`src/rtl/ps2_pkg.sv`:
```
// Shared definitions for the PS/2 arcade keyboard input block: scan codes,
// receiver FSM states, INP0/INP1 bit positions and the key lookup.
// PS2_P2_MIRROR_EN: when defined, player-2 controls mirror player 1.
package ps2_pkg;

  localparam logic [7:0] ScExt    = 8'hE0;
  localparam logic [7:0] ScBrk    = 8'hF0;
  localparam logic [7:0] ScUp     = 8'h75;  // E0-prefixed
  localparam logic [7:0] ScDown   = 8'h72;  // E0-prefixed
  localparam logic [7:0] ScLeft   = 8'h6B;  // E0-prefixed
  localparam logic [7:0] ScRight  = 8'h74;  // E0-prefixed
  localparam logic [7:0] ScSpace  = 8'h29;
  localparam logic [7:0] ScKey1   = 8'h16;
  localparam logic [7:0] ScKey2   = 8'h1E;
  localparam logic [7:0] ScKey5   = 8'h2E;
  localparam logic [7:0] ScKey6   = 8'h36;
  localparam logic [7:0] ScF1     = 8'h05;
  localparam logic [7:0] ScF3     = 8'h04;
  localparam logic [7:0] ScW      = 8'h1D;
  localparam logic [7:0] ScS      = 8'h1B;
  localparam logic [7:0] ScA      = 8'h1C;
  localparam logic [7:0] ScD      = 8'h23;
  localparam logic [7:0] ScLShift = 8'h12;

  typedef enum logic [1:0] {StIdle, StData, StParity, StStop} rx_state_e;

  localparam int unsigned Inp0Pump1   = 0;
  localparam int unsigned Inp0Pump2   = 1;
  localparam int unsigned Inp0Start1  = 2;
  localparam int unsigned Inp0Start2  = 3;
  localparam int unsigned Inp0Coin1   = 4;
  localparam int unsigned Inp0Coin2   = 5;
  localparam int unsigned Inp0Service = 7;

  localparam int unsigned Inp1Up1    = 0;
  localparam int unsigned Inp1Right1 = 1;
  localparam int unsigned Inp1Down1  = 2;
  localparam int unsigned Inp1Left1  = 3;
  localparam int unsigned Inp1Up2    = 4;
  localparam int unsigned Inp1Right2 = 5;
  localparam int unsigned Inp1Down2  = 6;
  localparam int unsigned Inp1Left2  = 7;

  // Key vector layout: [7:0] INP0, [15:8] INP1, [16] reset request
  localparam int unsigned KeyInp1Base = 8;
  localparam int unsigned KeyReset    = 16;
  localparam int unsigned KeyW        = 17;

  // One-hot (or zero for unmapped) key-vector mask for a scan code
  function automatic logic [KeyW-1:0] key_mask(input logic ext, input logic [7:0] code);
    logic [KeyW-1:0] m;
    m = '0;
    if (ext) begin
      case (code)
        ScUp:    m[KeyInp1Base + Inp1Up1]    = 1'b1;
        ScDown:  m[KeyInp1Base + Inp1Down1]  = 1'b1;
        ScLeft:  m[KeyInp1Base + Inp1Left1]  = 1'b1;
        ScRight: m[KeyInp1Base + Inp1Right1] = 1'b1;
        default: ;
      endcase
    end else begin
      case (code)
        ScSpace:  m[Inp0Pump1]   = 1'b1;
        ScKey1:   m[Inp0Start1]  = 1'b1;
        ScKey2:   m[Inp0Start2]  = 1'b1;
        ScKey5:   m[Inp0Coin1]   = 1'b1;
        ScKey6:   m[Inp0Coin2]   = 1'b1;
        ScF1:     m[Inp0Service] = 1'b1;
        ScF3:     m[KeyReset]    = 1'b1;
`ifndef PS2_P2_MIRROR_EN
        ScW:      m[KeyInp1Base + Inp1Up2]    = 1'b1;
        ScS:      m[KeyInp1Base + Inp1Down2]  = 1'b1;
        ScA:      m[KeyInp1Base + Inp1Left2]  = 1'b1;
        ScD:      m[KeyInp1Base + Inp1Right2] = 1'b1;
        ScLShift: m[Inp0Pump2]                = 1'b1;
`endif
        default: ;
      endcase
    end
`ifdef PS2_P2_MIRROR_EN
    // Single keyboard: every player-1 key also drives the player-2 bit
    m[Inp0Pump2] = m[Inp0Pump1];
    m[KeyInp1Base + Inp1Up2 +: 4] = m[KeyInp1Base + Inp1Up1 +: 4];
`endif
    return m;
  endfunction

endpackage

```
`src/rtl/ps2_frame_rx.sv`:
```
// PS/2 device-to-host frame receiver: pad synchronizers, clock glitch
// filter, 11-bit frame FSM with odd parity check and inactivity timeout.
module ps2_frame_rx
  import ps2_pkg::*;
#(
  parameter int unsigned FILT_LEN    = 8,
  parameter int unsigned TIMEOUT_CYC = 96000
) (
  input  logic       clk_48M,
  input  logic       nRESET,
  input  logic       ps2_clk,
  input  logic       ps2_data,
  output logic       code_valid,
  output logic [7:0] scan_code,
  output logic       frame_err
);

  localparam int unsigned FiltW = $clog2(FILT_LEN + 1);
  localparam int unsigned TmoW  = $clog2(TIMEOUT_CYC + 1);

  logic             clk_s1_q, clk_s2_q, dat_s1_q, dat_s2_q;
  logic [FiltW-1:0] filt_cnt_q;
  logic             filt_q, filt_prev_q;
  logic             fall;
  rx_state_e        state_q;
  logic [2:0]       bitcnt_q;
  logic [7:0]       shift_q;
  logic             par_q;
  logic [TmoW-1:0]  tmo_q;

  // Two-stage synchronizers, reset to the bus-idle level
  always_ff @(posedge clk_48M) begin
    if (!nRESET) begin
      clk_s1_q <= 1'b1;
      clk_s2_q <= 1'b1;
      dat_s1_q <= 1'b1;
      dat_s2_q <= 1'b1;
    end else begin
      clk_s1_q <= ps2_clk;
      clk_s2_q <= clk_s1_q;
      dat_s1_q <= ps2_data;
      dat_s2_q <= dat_s1_q;
    end
  end

  // Glitch filter: follow the clock only after FILT_LEN differing samples in a row
  always_ff @(posedge clk_48M) begin
    if (!nRESET) begin
      filt_cnt_q  <= '0;
      filt_q      <= 1'b1;
      filt_prev_q <= 1'b1;
    end else begin
      filt_prev_q <= filt_q;
      if (clk_s2_q == filt_q) begin
        filt_cnt_q <= '0;
      end else if (filt_cnt_q == FiltW'(FILT_LEN - 1)) begin
        filt_cnt_q <= '0;
        filt_q     <= clk_s2_q;
      end else begin
        filt_cnt_q <= filt_cnt_q + 1'b1;
      end
    end
  end

  assign fall = filt_prev_q & ~filt_q;

  // Frame FSM with timeout; edge handling takes priority so strobes never coincide
  always_ff @(posedge clk_48M) begin
    if (!nRESET) begin
      state_q    <= StIdle;
      bitcnt_q   <= '0;
      shift_q    <= '0;
      par_q      <= 1'b0;
      tmo_q      <= '0;
      code_valid <= 1'b0;
      scan_code  <= '0;
      frame_err  <= 1'b0;
    end else begin
      code_valid <= 1'b0;
      frame_err  <= 1'b0;
      if (fall || state_q == StIdle) begin
        tmo_q <= '0;
      end else begin
        tmo_q <= tmo_q + 1'b1;
      end
      if (fall) begin
        unique case (state_q)
          StIdle: begin
            if (!dat_s2_q) begin
              state_q  <= StData;
              bitcnt_q <= '0;
            end else begin
              frame_err <= 1'b1;
            end
          end
          StData: begin
            shift_q <= {dat_s2_q, shift_q[7:1]};
            if (bitcnt_q == 3'd7) begin
              state_q <= StParity;
            end
            bitcnt_q <= bitcnt_q + 1'b1;
          end
          StParity: begin
            par_q   <= dat_s2_q;
            state_q <= StStop;
          end
          StStop: begin
            if (dat_s2_q && (^{par_q, shift_q})) begin
              code_valid <= 1'b1;
              scan_code  <= shift_q;
            end else begin
              frame_err <= 1'b1;
            end
            state_q <= StIdle;
          end
        endcase
      end else if (state_q != StIdle && tmo_q == TmoW'(TIMEOUT_CYC)) begin
        state_q   <= StIdle;
        shift_q   <= '0;
        frame_err <= 1'b1;
      end
    end
  end

endmodule

```
`src/rtl/ps2_arcade_input.sv`:
```
// PS/2 keyboard to arcade control bytes: receives scan codes and keeps a
// held-key register for INP0, INP1 and the reset request.
// PS2_P2_MIRROR_EN: when defined, player-2 bits copy player 1.
module ps2_arcade_input
  import ps2_pkg::*;
#(
  parameter int unsigned FILT_LEN    = 8,
  parameter int unsigned TIMEOUT_CYC = 96000
) (
  input  logic       clk_48M,
  input  logic       nRESET,
  input  logic       ps2_clk,
  input  logic       ps2_data,
  output logic [7:0] INP0,
  output logic [7:0] INP1,
  output logic       resetKey,
  output logic       code_valid,
  output logic [7:0] scan_code,
  output logic       frame_err
);

  logic [KeyW-1:0] keys_q;
  logic [KeyW-1:0] mask;
  logic            ext_q, brk_q;

  ps2_frame_rx #(
    .FILT_LEN    (FILT_LEN),
    .TIMEOUT_CYC (TIMEOUT_CYC)
  ) u_rx (
    .clk_48M    (clk_48M),
    .nRESET     (nRESET),
    .ps2_clk    (ps2_clk),
    .ps2_data   (ps2_data),
    .code_valid (code_valid),
    .scan_code  (scan_code),
    .frame_err  (frame_err)
  );

  assign mask = key_mask(ext_q, scan_code);

  // Prefix tracking and make/break application; a bad frame drops pending prefixes
  always_ff @(posedge clk_48M) begin
    if (!nRESET) begin
      keys_q <= '0;
      ext_q  <= 1'b0;
      brk_q  <= 1'b0;
    end else if (frame_err) begin
      ext_q <= 1'b0;
      brk_q <= 1'b0;
    end else if (code_valid) begin
      if (scan_code == ScExt) begin
        ext_q <= 1'b1;
      end else if (scan_code == ScBrk) begin
        brk_q <= 1'b1;
      end else begin
        keys_q <= brk_q ? (keys_q & ~mask) : (keys_q | mask);
        ext_q  <= 1'b0;
        brk_q  <= 1'b0;
      end
    end
  end

  // INP0[6] has no mapping, so it is never set
  assign INP0     = keys_q[7:0];
  assign INP1     = keys_q[15:8];
  assign resetKey = keys_q[KeyReset];

endmodule

```
`config.mk`:
```
export PLATFORM = sky130hd
export DESIGN_NAME = ps2_arcade_input
export DESIGN_NICKNAME = d
export VERILOG_FILES = /design/src/rtl/ps2_pkg.sv /design/src/rtl/ps2_frame_rx.sv /design/src/rtl/ps2_arcade_input.sv
export SDC_FILE = /design/constraint.sdc
export NUM_CORES = 1
export LEC_CHECK = 0
export ABC_AREA = 1
export CORE_AREA = 2 2 113 115
export CTS_CLUSTER_SIZE = 40
export DETAILED_ROUTE_END_ITERATION = 6
export DIE_AREA = 0 0 115 117
export PLACE_DENSITY = 0.52
export SYNTH_ARGS = -nofsm -noshare
export SYNTH_HDL_FRONTEND = slang
export SYNTH_HIERARCHICAL = 1
export SYNTH_SLANG_ARGS = --single-unit
```
`constraint.sdc`:
```
create_clock -name clk_48M -period 2.6 [get_ports clk_48M]
set_clock_uncertainty 0.05 [all_clocks]
set_input_delay 0.78 -clock clk_48M [delete_from_list [all_inputs] [get_ports clk_48M]]
set_output_delay 0.78 -clock clk_48M [all_outputs]
set_load 0.05 [all_outputs]
```
==> results of run 1 <==
[layout by cell type, fill, tap and decap left out, types with 3 or more instances in the layout]
cell type and count:
nand2_1 109, nor2_1 97, inv_1 76, dfxtp_1 69, nand3_1 38, clkdlybuf4s50_1 29, a21oi_1 27, o21ai_0 14
nand3_2 11, nor3_1 10, ha_1 10, clkbuf_16 9, o22ai_1 7, nor2_2 6, buf_4 4, or2_2 4
inv_2 3, clkbuf_1 3, xor2_1 3, nand4_1 3
[power by group]
group / total (mW) / internal, mW / switching (mW)
logic: 0.0335 / 0.0121 / 0.0214
clock network: 1.21 / 0.790 / 0.424
registers: 1.06 / 1.06 / 0.00194
[layout make-up]
cell class,count,share of cell area
multi-input combinational,362,0.418
sequential,69,0.323
clock buffer,14,0.0618
inverter,80,0.0703
clock inverter,1,0.00703
timing repair buffer,33,0.0750
tap,150,0.0439
[worst reg2reg max path, cell delays in order, from the launching register on]
cell and delay [ns]:
dfxtp_1 0.38, inv_1 0.10, ha_1 0.26, nor4_1 0.36, nand4_1 0.28, nand2_1 0.28, o22ai_1 0.12, inv_1 0.07
nor2_1 0.04
[worst max-delay path by stage]
stage	slack [ns]	to	startpoint
3_3_place_gp	0.41	u_rx/tmo_q[12]$_SDFF_PP0_	nRESET
4_1_cts	0.12	scan_code[1]	u_rx/scan_code[1]$_SDFFE_PN0P_
2_1_floorplan	0.94	u_rx/tmo_q[16]$_SDFF_PP0_	nRESET
3_5_place_dp	0.38	u_rx/tmo_q[12]$_SDFF_PP0_	nRESET
5_1_grt	0.07	scan_code[7]	u_rx/scan_code[7]$_SDFFE_PN0P_
6_report	0.14	scan_code[1]	u_rx/scan_code[1]$_SDFFE_PN0P_
[kinds of logic after synthesis]
group           count (synthesis)  share of synthesized area
compound gates                 56                     0.0888
xor+xnor                        5                     0.0123
fa+ha+maj                      10                     0.0351
buf+inv                        92                      0.112
flops                          69                      0.387
other cells                     1                    0.00105
simple gates                  290                      0.364
[stage by stage]
step	hold slack, ns	total power, mW	setup slack, ns	area, sq um
global placement	0.344	1.12	0.411	3980
finish	0.360	2.31	0.138	4270
global route	0.372	2.41	0.0652	4270
detailed placement	0.348	1.12	0.377	3980
floorplan	0.343	1.11	0.936	3570
CTS	0.360	2.35	0.120	4270
[per-layer routing]
layer / global-route usage / share of wire / vias up
li1: - / - / 1705
met3: 0.0443 / 0.048 / 8
met5: 0 / 0 / -
met2: 0.211 / 0.47 / 45
met4: 0.0378 / 0.013 / 0
met1: 0.151 / 0.47 / 1433
==> results by group, run 1 <==
Status
  – Status: finished clean

Setup path
  – Cell family with most CP delay: buffers and inverters
  – Data arrival time of the critical path: 1.63 ns
  – CP Capture Type: primary output
  – Crit path required time: ~1.8 ns
  – CP max stage cell: clkdlybuf4s50_1
  – CP Class: reg2out
  – Startpoint Class: flip-flop
  – Crit path depth: 1
  – R2R Path End: u_rx/shift_q[1]$_SDFFE_PN0P_
  – CP max FO: 6
  – Worst R2R Start: u_rx/state_q[0]$_SDFFE_PN0P_
  – Crit-path cells: clkdlybuf4s50_1
  – Internal reg-to-reg setup slack: 0.56 ns
  – Crit path buf inv count: 1
  – Slowest stage delay, CP: ~0.85 ns
  – R2R depth: 8

Placement
  – Dpl hpwl: around 5.8 mm
  – I/O Buffers: 29
  – RePlAce Congestion: 0.786
  – Placed insts: a little under 700

Finish
  – ANT cells: 0
  – Area Overhead vs Synth: 19.8%
  – Layout Cells excl Fill: 709
  – Share of layout cells above drive strength 1: 0.0841
  – Fillers: 1,325
  – Area occupied by multi-input gates: around 1800 sq um
  – Sequential cell area: 1380 sq um
  – Nets: roughly 570
  – Final Core Density: 0.347

Clock network
  – Hold_buf cts: 0
  – Clock transition at path regs: ~0.05 ns
  – PostCTS Resize Cnt: 0
  – CTS Sinks: 69
  – CTS Buf Count: 9
  – Clk Latency, worst-skew pair: 0.33 ns
  – CTS tree: built
  – Clock root cell: clkbuf_16
  – Htree depth: 3
  – Clk buf depth: 2
  – Postcts setup bufs: 0

STA
  – F_max: 0.406 GHz
  – Hold Violations, Final: 0
  – Final period utilization: 0.947
  – Actual slew at the worst max-slew pin: 0.610 ns
  – Final Setup Violations: 0
  – Max transition margin: 0.593
  – Fin crit period: between 2 and 2.5 ns
  – Final setup TNS: 0 ns
  – Unrepaired setup endpoints after global routing: false
  – Final Max Slew Viols: 0

Run
  – Max Cap Viol: 0

Die
  – Site Rows: 41
  – Die width: between 100 and 150 um
  – Area of the core: around 12,000 sq um
  – Initial Utilization: 0.290
  – Io pins: 31
  – Die Y: 117 um
  – Die footprint: between 10,000 and 15,000 sq um

Synthesis
  – Number of synthesized flops with an enable pin: 0
  – Top cells by area, synth: dfxtp_1 39%, nand2_1 11%, nor2_1 10%, inv_1 8.0%, nand3_1 5.3%
  – Syn avg cell area: just under 7 sq um
  – #FFs+latches synth: 69
  – Yosys Warn Count: 6
  – Cell taking the most area after synthesis: dfxtp_1
  – Synth Net Count: around 540
  – Most frequent cells after synthesis: 109 x nand2_1, 97 x nor2_1, 76 x inv_1
  – Async set or reset register ratio after synthesis: 0
  – Mapped Area: 3570 sq um
  – Most common cell in the synthesized netlist: nand2_1
  – Gate Count Post-Synth: between 500 and 600
  – Synth top area share: 0.387
  – Cell variety after synth: 40
  – Seq/Total Area, Yosys: 0.387
  – Synth Flop Type: dfxtp_1

Pwr
  – Lkg Pwr: between 1.5 and 2 nW
  – Worst vdd ir: 244 uV
  – Pwr dens: roughly 540 nW/um^2

Detailed routing
  – DRT Pass-1 Iters: 4
  – Drt wl/cell: 10.7 um
  – Vias per cell: 4.50
  – Post-Route WL: between 7 and 8 mm
  – Final ANT Viol Nets: 0
  – Detailed Route Iter0 Violations: 152
  – DR vias: between 3,000 and 4,000
  – DRC viols: 0

Min path
  – Hold depth: 1
  – Hold EP: u_rx/dat_s2_q$_SDFF_PN1_
  – Hold Crit Start: u_rx/dat_s1_q$_SDFF_PN1_
  – Hold Crit Class: reg2reg

Global route
  – Global-route wire length before repair: between 10 and 15 mm
  – Largest net degree at the start of global routing: 21
  – GRT overflow: 0
  – Vias in the first global route: roughly 3,000
  – Antenna violations before repair: 0
  – Total GRT Usage: 0.125
No activity file was read; power rests on OpenSTA's default activity.
==> inputs of run 2 (changes only) <==
CAP_MARGIN = 30   (was not set)
CORE_AREA = 3 3 114 116   (was 2 2 113 115)
DIE_AREA = 0 0 117 119   (was 0 0 115 117)
==> run 2 against run 1 <==
Against the previous run:
- final cell count is 0.42% lower
- non-clock buffer count shrank 1
- worst hold slack better by 0.0018 ns
- power rose by 6.3%
- maximum frequency shrank 0.28%
- routed wire length is 1.9% higher
- via count grew 0.60%
- core utilization up 1.1 points
- cell area is 0.70% higher
==> results by group, run 2 (same netlist as run 1, synthesis figures left out) <==
Finish
  – Area Overhead vs Synth: 20.6%
  – Nets: 568 (-0.18%)
  – Cell area after layout: 4300 sq um (+0.70%)
  – Share of layout cells above drive strength 1: 0.0894 (+0.00537)
  – Most common cell after layout, fill and taps aside: nand2_1
  – Layout Cells excl Fill: 706 (-0.42%)
  – ANT cells: 0 (unchanged)
  – Final Core Density: 0.358 (+0.0112)
  – Most frequent cells in the layout: 109 x nand2_1, 97 x nor2_1, 76 x inv_1

Detailed routing
  – Final ANT Viol Nets: 0 (unchanged)
  – Detailed Route Iter0 Violations: 130 (-14%)
  – DRC viols: 0 (unchanged)
  – DR vias: 3,210 (+0.60%)
  – Vias per cell: 4.55 (+1.0%)
  – Post-Route WL: 7.75 mm (+1.9%)
  – Drt wl/cell: 11.0 um (+2.3%)
  – DRT Pass-1 Iters: 7 (+3)

Setup path
  – Startpoint Class: flip-flop
  – Crit path required time: 1.77 ns (about the same)
  – Crit-path cells: clkdlybuf4s50_1
  – Internal reg-to-reg setup slack: 0.63 ns (+0.07 ns)
  – R2R Path End: u_rx/shift_q[1]$_SDFFE_PN0P_
  – CP Class: reg2out
  – CP Capture Type: primary output
  – CP max FO: 6 (unchanged)
  – Worst R2R Start: u_rx/state_q[0]$_SDFFE_PN0P_
  – R2R depth: 8 (unchanged)
  – CP max stage cell: clkdlybuf4s50_1
  – Slowest stage delay, CP: 0.85 ns (about the same)
  – Cell family with most CP delay: buffers and inverters
  – Crit path buf inv count: 1 (unchanged)
  – Data arrival time of the critical path: 1.64 ns (about the same)

Clock network
  – Hold_buf cts: 0 (unchanged)
  – PostCTS Resize Cnt: 0 (unchanged)
  – Htree depth: 3 (unchanged)
  – Clk Latency, worst-skew pair: 0.33 ns (about the same)
  – Clk buf depth: 2 (unchanged)
  – Postcts setup bufs: 0 (unchanged)
  – CTS tree: built
  – CTS Sinks: 69 (unchanged)
  – Clock transition at path regs: 0.06 ns (about the same)
  – CTS Buf Count: 9 (unchanged)
  – Clock root cell: clkbuf_16

Pwr
  – Pwr dens: 571 nW/um^2 (+5.6%)
  – Lkg Pwr: 1.68 nW (+0.37%)
  – Worst vdd ir: 288 uV (+18%)

Global route
  – Total GRT Usage: 0.121 (-0.00410)
  – Global-route wire length before repair: 13.6 mm (+1.2%)
  – Vias in the first global route: 3,001 (+0.60%)
  – Grt peak-use layer: met2
  – GRT met1 Usage: 0.153 (+0.00175)
  – Largest net degree at the start of global routing: 31 (+48%)
  – Global Route met2 Usage: 0.192 (-0.0189)
  – GR Util met3: 0.0366 (-0.00770)
  – Antenna violations before repair: 0 (unchanged)
  – GRT overflow: 0 (unchanged)

Die
  – Initial Utilization: 0.297 (+0.00724)
  – Site Rows: 40 (-2.4%)
  – Die Y: 119 um (+1.7%)
  – Area of the core: 12,000 sq um (-2.4%)
  – Die width: 117 um (+1.7%)
  – Die footprint: 13,900 sq um (+3.5%)
  – Io pins: 31 (unchanged)

STA
  – Fin crit period: 2.47 ns (+0.00683 ns)
  – F_max: 0.405 GHz (-0.28%)
  – Max transition margin: 0.598 (+0.00472)
  – Final period utilization: 0.950 (+0.00262)
  – Actual slew at the worst max-slew pin: 0.603 ns (-0.00708 ns)
  – Final Setup Violations: 0 (unchanged)
  – Final setup TNS: 0 ns (unchanged)
  – Hold Violations, Final: 0 (unchanged)
  – Unrepaired setup endpoints after global routing: false
  – Final Max Slew Viols: 0 (unchanged)

Min path
  – Hold Crit Class: reg2reg
  – Hold depth: 1 (unchanged)
  – Hold Crit Start: u_rx/dat_s1_q$_SDFF_PN1_
  – Hold EP: u_rx/dat_s2_q$_SDFF_PN1_

Placement
  – Placed insts: 690 (-0.58%)
  – I/O Buffers: 29 (unchanged)
  – RePlAce Congestion: 0.781 (-0.55%)
  – Dpl hpwl: 5.82 mm (+1.2%)
  – DP Area: 3970 sq um (-0.28%)

Run
  – Max Cap Viol: 0 (unchanged)

Status
  – Status: finished clean
==> run 2: cell count changes in the layout (fill, tap and decap cells not counted), sizes merged <==
cell	delta
buf	-1
bufinv	+1
clkbuf	-3
clkinvlp	+3
==> run 2: routing by layer <==
metal / share of wire / up-vias
li1: - / 1707
met1: 0.47 / 1440
met2: 0.47 / 50
met3: 0.041 / 13
met4: 0.020 / 0
met5: 0 / -
==> run 2: through the flow <==
step	setup WS (ns)	hold slack, ns	power [mW]
2_1_floorplan	0.936	0.343	1.11
3_3_place_gp	0.475	0.346	1.12
3_5_place_dp	0.432	0.350	1.12
4_1_cts	0.110	0.364	2.50
5_1_grt	0.0803	0.383	2.55
6_report	0.131	0.361	2.46
==> run 2: worst max-delay path by stage <==
stage	start	end	slack, ns	cells past startpoint
final	u_rx/scan_code[1]$_SDFFE_PN0P_	scan_code[1]	0.13	1
after global routing	u_rx/scan_code[1]$_SDFFE_PN0P_	scan_code[1]	0.08	1
after CTS	u_rx/scan_code[1]$_SDFFE_PN0P_	scan_code[1]	0.11	1
after detailed placement	nRESET	u_rx/tmo_q[16]$_SDFF_PP0_	0.43	6
after global placement	nRESET	u_rx/tmo_q[12]$_SDFF_PP0_	0.48	6
after floorplan	nRESET	u_rx/tmo_q[16]$_SDFF_PP0_	0.94	5
==> run 2: power by group <==
part,internal [mW],switching [mW],leakage (nW)
registers,1.06,0.00211,0.557
logic,0.0110,0.0214,0.969
clock network,0.892,0.471,0.154
==> run 2: final cells by class <==
| class | count | area (sq um) |
|---|---|---|
| Multi-Input combinational cell | 362 | 1790 |
| Inverter | 80 | 300 |
| Fill cell | 1306 | 7710 |
| Clock buffer | 11 | 253 |
| Timing Repair Buffer | 32 | 313 |
| Clock inverter | 5 | 82.6 |
| Sequential cell | 69 | 1380 |
| Tap cell | 147 | 184 |
==> inputs of run 3 (changes only) <==
CORE_AREA = 3 3 105 107   (was 3 3 114 116)
DIE_AREA = 0 0 108 110   (was 0 0 117 119)
PLACE_DENSITY = 0.58   (was 0.52)
SKIP_CTS_REPAIR_TIMING = 1   (was not set)
==> run 3 against run 2 <==
Against the previous run:
- via count is 1.8% lower
- sequential power hardly changed
- critical path depth stayed put
- power is 24% lower
- sequential cell count stayed put
- maximum frequency hardly changed
- combinational power is 1% lower
- largest power group is now sequential cells
==> results by group, run 3 (same netlist as run 1, synthesis figures left out) <==
STA
  – Actual slew at the worst max-slew pin: 0.614 ns (+0.0109 ns)
  – Final setup TNS: 0 ns (unchanged)
  – Fin crit period: 2.47 ns (+0.00161 ns)
  – Final period utilization: 0.950 (about the same)
  – Final Setup Violations: 0 (unchanged)
  – Unrepaired setup endpoints after global routing: false
  – Max transition margin: 0.591 (-0.00728)
  – Final Max Slew Viols: 0 (unchanged)
  – Hold Violations, Final: 0 (unchanged)
  – F_max: 0.405 GHz (about the same)

Placement
  – I/O Buffers: 29 (unchanged)
  – Dpl hpwl: 5.70 mm (-2.1%)
  – Placed insts: 679 (-1.6%)
  – RePlAce Congestion: 0.902 (+15%)

Global route
  – Total GRT Usage: 0.138 (+0.0165)
  – Largest net degree at the start of global routing: 31 (unchanged)
  – Global-route wire length before repair: 13.1 mm (-3.6%)
  – GRT overflow: 0 (unchanged)
  – Antenna violations before repair: 0 (unchanged)
  – Vias in the first global route: 2,959 (-1.4%)

Setup path
  – Crit-path cells: clkdlybuf4s50_1
  – CP max FO: 6 (unchanged)
  – Startpoint Class: flip-flop
  – Crit path required time: 1.77 ns (about the same)
  – CP Class: reg2out
  – Data arrival time of the critical path: 1.64 ns (about the same)
  – Slowest stage delay, CP: 0.85 ns (about the same)
  – CP Capture Type: primary output
  – Cell family with most CP delay: buffers and inverters
  – CP max stage cell: clkdlybuf4s50_1
  – Crit path buf inv count: 1 (unchanged)

Die
  – Die width: 108 um (-7.7%)
  – Initial Utilization: 0.349 (+0.0517)
  – Io pins: 31 (unchanged)
  – Site Rows: 37 (-7.5%)
  – Area of the core: 10,200 sq um (-15%)
  – Die footprint: 11,900 sq um (-15%)
  – Die Y: 110 um (-7.6%)

Detailed routing
  – Drt wl/cell: 11.0 um (+0.30%)
  – Post-Route WL: 7.65 mm (-1.3%)
  – Final ANT Viol Nets: 0 (unchanged)
  – Vias per cell: 4.54 (-0.25%)
  – DR vias: 3,152 (-1.8%)
  – DRT Pass-1 Iters: 4 (-3)
  – Detailed Route Iter0 Violations: 111 (-15%)
  – DRC viols: 0 (unchanged)

Finish
  – Most frequent cells in the layout: 109 x nand2_1, 97 x nor2_1, 76 x inv_1
  – Area Overhead vs Synth: 15.6%
  – ANT cells: 0 (unchanged)
  – Final Core Density: 0.403 (+0.0449)
  – Nets: 568 (unchanged)
  – Layout Cells excl Fill: 695 (-1.6%)
  – Most common cell after layout, fill and taps aside: nand2_1
  – Share of layout cells above drive strength 1: 0.0823 (-0.00716)

Clock network
  – Clock root cell: clkbuf_8
  – Clk buf depth: 2 (unchanged)
  – CTS Sinks: 69 (unchanged)
  – Clock transition at path regs: 0.07 ns (about the same)
  – Htree depth: 3 (unchanged)
  – Clk Latency, worst-skew pair: 0.34 ns (about the same)
  – CTS tree: built
  – CTS Buf Count: 9 (unchanged)

Min path
  – Hold Crit Class: reg2reg

Pwr
  – Worst vdd ir: 284 uV (-1.3%)
  – Lkg Pwr: 1.61 nW (-3.9%)
  – Power Total: 1.87 mW (-24%)
  – Pwr dens: 454 nW/um^2 (-21%)

Run
  – Max Cap Viol: 0 (unchanged)

Status
  – Status: finished clean
==> run 3: cell types whose count changed in the layout (fill, tap and decap cells not counted), sizes merged <==
cell,change
clkinvlp,-3
clkinv,+1
clkbuf,+4
bufinv,-2
==> run 3: layer usage <==
| layer | part of all wire | GRT usage | vias to the layer above |
|---|---|---|---|
| met5 | 0 | 0 | - |
| met4 | 0.020 | 0.0559 | 0 |
| met2 | 0.48 | 0.246 | 51 |
| met3 | 0.035 | 0.0338 | 16 |
| li1 | - | - | 1702 |
| met1 | 0.46 | 0.157 | 1383 |
==> run 3: worst reg2reg max path, stage by stage (launching register included) <==
cell and delay (ns):
dfxtp_1 0.38, inv_1 0.10, ha_1 0.28, nor4_1 0.30
nand4_1 0.26, nand2_1 0.28, o22ai_1 0.11, inv_1 0.07
nor2_1 0.04
==> run 3: final timing paths <==
| kind | slack, ns | depth (start not counted) | startpoint | to |
|---|---|---|---|---|
| hold / removal | 0.36 | 1 | u_rx/dat_s1_q$_SDFF_PN1_ | u_rx/dat_s2_q$_SDFF_PN1_ |
| setup reg to reg | 0.61 | 8 | u_rx/state_q[0]$_SDFFE_PN0P_ | u_rx/shift_q[5]$_SDFFE_PN0P_ |
| hold reg to reg | 0.36 | 1 | u_rx/dat_s1_q$_SDFF_PN1_ | u_rx/dat_s2_q$_SDFF_PN1_ |
| setup / recovery | 0.13 | 1 | u_rx/scan_code[1]$_SDFFE_PN0P_ | scan_code[1] |
==> run 3: layout make-up <==
type                       count  area [sq um]
clock buffer                  15           166
multi-input combinational    362          1790
clock inverter                 1          5.00
inverter                      80           300
sequential                    69          1380
tap                          136           170
fill                        1069          6110
timing repair buffer          32           313
==> run 3: per-stage QoR <==
step | hold slack (ns) | area, sq um | worst slack [ns]
after global routing | 0.384 | 4120 | 0.0445
after global placement | 0.347 | 3950 | 0.487
final | 0.363 | 4120 | 0.130
after detailed placement | 0.349 | 3950 | 0.465
after CTS | 0.367 | 4120 | 0.112
after floorplan | 0.343 | 3570 | 0.936
==> run 3: report_power, final <==
part	internal, mW	switching (mW)
clock	0.399	0.380
combinational	0.0110	0.0210
sequential	1.06	0.00201
total	1.47	0.403
